<file path="src/rtl/sys_mem_arb.sv">
// sys_mem_arb
//   Round-robin arbiter sharing the system memory controller port between
//   NUM_AGENTS requesters. The granted command goes through a one-entry
//   output register that honours cntrlr_rdy. Reads are tagged with the
//   requester ID in an in-order tag FIFO so that returned data can be
//   steered back to the agent that asked for it.
//
// Ports
//   clk, rst_n        cortex clock, asynchronous active-low reset
//   agent_wren/rden   per-agent write/read request (write wins if both set)
//   agent_addr/wdata  packed per-agent address / write data
//   agent_wait        0 = that agent's request is accepted this cycle
//   agent_rd_valid    one-hot read-data strobe to the owning agent
//   agent_rdata       shared read data, qualified by agent_rd_valid
//   cntrlr_*          command/response interface to the memory controller
//   rd_pend_cnt       number of outstanding reads
//   err_unexp_rd      sticky: read data returned with no read pending
module sys_mem_arb #(
  parameter int unsigned NUM_AGENTS  = 2,
  parameter int unsigned MEM_DATA_W  = 32,
  parameter int unsigned MEM_ADDR_W  = 27,
  parameter int unsigned MAX_RD_PEND = 8
) (
  input  logic                             clk,
  input  logic                             rst_n,
  input  logic [NUM_AGENTS-1:0]            agent_wren,
  input  logic [NUM_AGENTS-1:0]            agent_rden,
  input  logic [NUM_AGENTS*MEM_ADDR_W-1:0] agent_addr,
  input  logic [NUM_AGENTS*MEM_DATA_W-1:0] agent_wdata,
  output logic [NUM_AGENTS-1:0]            agent_wait,
  output logic [NUM_AGENTS-1:0]            agent_rd_valid,
  output logic [MEM_DATA_W-1:0]            agent_rdata,
  input  logic                             cntrlr_rdy,
  output logic                             cntrlr_wren,
  output logic                             cntrlr_rden,
  output logic [MEM_ADDR_W-1:0]            cntrlr_addr,
  output logic [MEM_DATA_W-1:0]            cntrlr_wdata,
  input  logic                             cntrlr_rd_valid,
  input  logic [MEM_DATA_W-1:0]            cntrlr_rdata,
  output logic [$clog2(MAX_RD_PEND):0]     rd_pend_cnt,
  output logic                             err_unexp_rd
);

  localparam int unsigned ID_W  = $clog2(NUM_AGENTS);
  localparam int unsigned PTR_W = $clog2(MAX_RD_PEND);
  localparam int unsigned CNT_W = PTR_W + 1;

  logic [ID_W-1:0]       rr_ptr;
  logic [ID_W-1:0]       cand;
  logic                  cand_vld;
  logic                  cand_wr;
  logic                  cmd_vld;
  logic                  slot_free;
  logic                  fifo_full;
  logic                  accept;
  logic                  push;
  logic                  pop;
  logic [NUM_AGENTS-1:0] req_act;

  logic [ID_W-1:0]       tag_mem [MAX_RD_PEND];
  logic [PTR_W-1:0]      wr_ptr;
  logic [PTR_W-1:0]      rd_ptr;

  assign req_act = agent_wren | agent_rden;

  // First active agent at or after rr_ptr, wrapping around.
  always_comb begin
    int unsigned idx;
    cand     = '0;
    cand_vld = 1'b0;
    idx      = 0;
    for (int unsigned k = 0; k < NUM_AGENTS; k++) begin
      idx = (32'(rr_ptr) + k) % NUM_AGENTS;
      if (!cand_vld && req_act[ID_W'(idx)]) begin
        cand_vld = 1'b1;
        cand     = ID_W'(idx);
      end
    end
  end

  assign cand_wr   = agent_wren[cand];
  assign cmd_vld   = cntrlr_wren | cntrlr_rden;
  assign slot_free = ~cmd_vld | cntrlr_rdy;
  // Registered count only: a pop in this same cycle does not open a slot.
  assign fifo_full = (rd_pend_cnt >= CNT_W'(MAX_RD_PEND));
  // A read blocked on a full FIFO stalls arbitration; no skip to later agents.
  assign accept    = cand_vld & slot_free & (cand_wr | ~fifo_full);
  assign push      = accept & ~cand_wr;
  assign pop       = cntrlr_rd_valid & (rd_pend_cnt != '0);

  always_comb begin
    agent_wait = '1;
    if (accept) begin
      agent_wait[cand] = 1'b0;
    end
  end

  // Output command register.
  always_ff @(posedge clk or negedge rst_n) begin
    if (!rst_n) begin
      cntrlr_wren  <= 1'b0;
      cntrlr_rden  <= 1'b0;
      cntrlr_addr  <= '0;
      cntrlr_wdata <= '0;
    end else if (accept) begin
      cntrlr_wren  <= cand_wr;
      cntrlr_rden  <= ~cand_wr;
      cntrlr_addr  <= agent_addr[32'(cand)*MEM_ADDR_W +: MEM_ADDR_W];
      cntrlr_wdata <= agent_wdata[32'(cand)*MEM_DATA_W +: MEM_DATA_W];
    end else if (cntrlr_rdy) begin
      cntrlr_wren  <= 1'b0;
      cntrlr_rden  <= 1'b0;
    end
  end

  // Round-robin pointer.
  always_ff @(posedge clk or negedge rst_n) begin
    if (!rst_n) begin
      rr_ptr <= '0;
    end else if (accept) begin
      rr_ptr <= (cand == ID_W'(NUM_AGENTS - 1)) ? '0 : cand + ID_W'(1);
    end
  end

  // Tag FIFO storage; contents are don't-care while pointers say empty.
  always_ff @(posedge clk) begin
    if (push) begin
      tag_mem[wr_ptr] <= cand;
    end
  end

  always_ff @(posedge clk or negedge rst_n) begin
    if (!rst_n) begin
      wr_ptr      <= '0;
      rd_ptr      <= '0;
      rd_pend_cnt <= '0;
    end else begin
      if (push) begin
        wr_ptr <= wr_ptr + PTR_W'(1);
      end
      if (pop) begin
        rd_ptr <= rd_ptr + PTR_W'(1);
      end
      case ({push, pop})
        2'b10:   rd_pend_cnt <= rd_pend_cnt + CNT_W'(1);
        2'b01:   rd_pend_cnt <= rd_pend_cnt - CNT_W'(1);
        default: rd_pend_cnt <= rd_pend_cnt;
      endcase
    end
  end

  // Read return steering, one cycle after cntrlr_rd_valid.
  always_ff @(posedge clk or negedge rst_n) begin
    if (!rst_n) begin
      agent_rd_valid <= '0;
      agent_rdata    <= '0;
      err_unexp_rd   <= 1'b0;
    end else begin
      agent_rd_valid <= '0;
      if (pop) begin
        agent_rd_valid <= NUM_AGENTS'(1) << tag_mem[rd_ptr];
        agent_rdata    <= cntrlr_rdata;
      end
      if (cntrlr_rd_valid && (rd_pend_cnt == '0)) begin
        err_unexp_rd <= 1'b1;
      end
    end
  end

endmodule

</file>
<file path="config.mk">
export PLATFORM = sky130hd
export DESIGN_NAME = sys_mem_arb
export DESIGN_NICKNAME = d
export VERILOG_FILES = /design/src/rtl/sys_mem_arb.sv
export SDC_FILE = /design/constraint.sdc
export NUM_CORES = 1
export LEC_CHECK = 0
export CORE_ASPECT_RATIO = 0.7
export CORE_MARGIN = 1
export CORE_UTILIZATION = 41
export DETAILED_ROUTE_END_ITERATION = 10
export PLACE_DENSITY_LB_ADDON = 0.1
export SYNTH_ARGS = -nofsm -noshare
export SYNTH_HDL_FRONTEND = slang
export SYNTH_SLANG_ARGS = --single-unit
export TNS_END_PERCENT = 5
</file>
<file path="constraint.sdc">
create_clock -name clk -period 3.6 [get_ports clk]
set_clock_uncertainty 0.05 [all_clocks]
set_input_delay 0.36 -clock clk [delete_from_list [all_inputs] [get_ports clk]]
set_output_delay 0.36 -clock clk [all_outputs]
set_load 0.01 [all_outputs]
</file>
==> results by group <==
Status
  • Status: completed

STA
  • Final Max Slew Viols: 0
  • Slew margin rel.: approximately 52%
  • Hold Vio Cnt, Final: 0
  • Crit path time final: between 2000 and 3000 ps
  • Fmax achieved: around 350 MHz
  • Setup_tns: 0 ps
  • RSZ-0062 raised after global routing: no
  • Period utilization: between 70% and 80%
  • Worst Tran Pin Value: between 700 and 800 ps
  • # setup viols final: 0

Clocking
  • CTS Buf Count: 17
  • Clk sinks: approximately 120
  • CTS tree: yes
  • Clock-pin slew on the worst setup and hold paths: around 50 ps
  • # H-tree levels: 4
  • Clock Path Buffers: 2
  • Post-CTS sizing: 0
  • Root buffer cell: clkbuf_16
  • Clk Latency, worst-skew pair: 390 ps

Yosys
  • Most common cell in the netlist: mux2_2
  • Synth Cell Area: roughly 5200 µm²
  • Largest cells by area after synthesis: dfrtp_1, mux2_2, nand2_1, edfxtp_1, ha_1
  • Top cells by count, synth: mux2_2, dfrtp_1, nand2_1
  • Count of cell types in the netlist: 36
  • Part of the Yosys area used for sequential elements: between 50% and 60%
  • Number of synthesized flops with an enable pin: 8
  • Yosys warnings: 0
  • Dominant cell type by area after synthesis: dfrtp_1
  • Async SR Flop Fraction: approximately 93%
  • Synth Net Count: 582
  • Syn_area_per_cell: 12.44 µm²
  • Register bit total from synthesis: about 120
  • Syn Inst Count: around 420
  • Synth Flop Type: dfrtp_1
  • Area share of the largest cell type after synthesis: around half

Floorplanning
  • Die Width: 136.8 µm
  • Cell row count: 34
  • Total I/O pin count: 260
  • Core Area: 12420 µm²
  • DIE AREA: about 13000 µm²
  • Initial core utilization: a little over two fifths
  • DIE HEIGHT: around 96 µm

Detailed routing
  • Vias: just over 4000
  • First-pass DRT Iterations: 4
  • DRC: 0
  • Antenna viol nets, final: 0
  • Initial DRC count: 85
  • Routed WL: approximately 13000 µm
  • Vias per cell: approximately 4.8
  • WL per Instance: 15.52 µm

Global routing
  • Pin count of the biggest net entering global routing: 57
  • All-layer global routing usage: roughly a fifth
  • Initial antenna violation count: 0
  • Overflow after GRT: 0
  • First-pass GRT wire length: between 20000 and 25000 µm
  • Number of global-route vias before repair: roughly 4200

Setup path
  • Startpoint types: primary input
  • Worst EP arrival: between 2000 and 2500 ps
  • CP endpoint kind: primary output
  • Crit Path Max Fanout: 9
  • WP data required: roughly 3200 ps
  • Crit Path Category: primary input to primary output

Cells and area
  • Area Overhead vs Synth: 64.44%
  • Layout fillers: 924
  • Share of cells above drive strength 1: between 20% and 30%
  • Antenna Cells: 0
  • Final #Nets: about 850

Hold path
  • Worst Hold Class: flip-flop to flip-flop

Power and ir drop
  • NetSw: between 1.5 and 2 mW
  • Power Internal: roughly 4.5 mW
  • Gate power share: around 43%
  • Flop pwr share: about a third
  • PwrDens: around 760 nW/µm²
  • Total Power: ~6.5 mW
  • Sw frac: around 30%
  • Pleak: ~3.6 nW
  • Clock Power Share: roughly a quarter
  • Max rail drop VDD: between 400 and 500 µV

Place
  • Gpl congestion: roughly 0.71
  • Detailed-placement wirelength estimate: 9944 µm
  • Port buffer count: roughly 260

Flow run
  • Maxcap violations: 0
## metrics by stage
stage                     cells  utilization [%]  area [µm²]  hold WS [ps]  setup WS (ps)
final                       860            68.99        8569         410.9          744.9
after global routing        860            68.99        8569         426.4          656.0
after CTS                   860            68.99        8569         412.4          734.8
after detailed placement    827            64.45        8006         397.6          732.6
after global placement      827            64.45        8006         395.4          755.0
after floorplan             419                -        5211         14.41          881.1
## kinds of logic (layout without fill, tap and decap cells)
kind of cell	count (synthesis)	in the layout	share of synthesized area, %
compound gates	14	14	1.849
mux	124	124	27.20
flops	115	115	55.99
buf+inv	25	304	2.041
fa+ha+maj	5	5	1.200
xor+xnor	9	9	1.512
simple gates	127	127	10.20
## path summary, 6_finish.rpt
check | startpoint | end | slack (ps) | cells after the start
worst max-delay path | agent_wren[1] | agent_wait[1] | 740 | 6
worst min-delay path | err_unexp_rd | err_unexp_rd | 410 | 1
worst max register to register | rr_ptr | rd_pend_cnt[2] | 1150 | 10
worst min register to register | err_unexp_rd | err_unexp_rd | 410 | 1
max in group asynchronous | rst_n | agent_rdata[20] | 2070 | 3
min in group asynchronous | rst_n | agent_rdata[25] | 510 | 2
## area by class of cell
cell class / count / area [µm²] / share of cell area, %
clock inverters: 5 / 50.05 / 0.5840
multi-input cells: 279 / 2208 / 25.77
inverters: 4 / 15.01 / 0.1752
clock buffers: 27 / 503.0 / 5.869
flip-flops and latches: 115 / 2918 / 34.05
repair buffers: 268 / 2673 / 31.19
well taps: 162 / 202.7 / 2.365
## routing by layer
layer  track usage (%)  part of all wire, %
met4             9.167                  1.5
met5                 0                    0
met1             22.73                   39
met2             37.94                   51
met3             7.952                  8.4
## state kept, by name (all words and copies together) (netlist names), 2 cells and up
signal,count
rd_pend_cnt,4
cntrlr_addr,27
rd_ptr,3
agent_rd_valid,2
wr_ptr,3
tag_mem,8
cntrlr_wdata,32
agent_rdata,32
## layout by cell type (no fill, tap or decap), drive strengths merged, types with 2 or more instances in the layout
cell type      count
xnor2              5
edfxtp             8
dfrtp            107
a21oi              3
xor2               4
clkinv             5
nor2               4
a21o               2
o21ai              3
nand2b             3
mux2             121
clkbuf            27
nor4b              4
ha                 5
nand2            104
clkdlybuf4s50    258
nor3               4
buf                9
inv                3
nor4               4
mux4               2
## power groups by stage
stage          sequential, mW  combinational [mW]  clock (mW)
4_1_cts                  2.20                2.81        1.58
3_3_place_gp             2.19                2.74           0
6_report                 2.20                2.77        1.55
5_1_grt                  2.27                2.98        1.65
2_1_floorplan            2.38                1.12           0
3_5_place_dp             2.21                2.80           0
## critical path, stage by stage
cell and delay (ps):
clkdlybuf4s50_1 560, and3b_1 240, a211o_1 340, a21oi_4 350
nand2_1 100, clkdlybuf4s50_1 500
## what timing repair did
item                                   CTS  global route
hold buffers                             1             0
setup endpoints to repair                0             0
endpoints found under the hold margin   21             0
setup buffers                            0             0
Power figures use the tool's default switching activity.
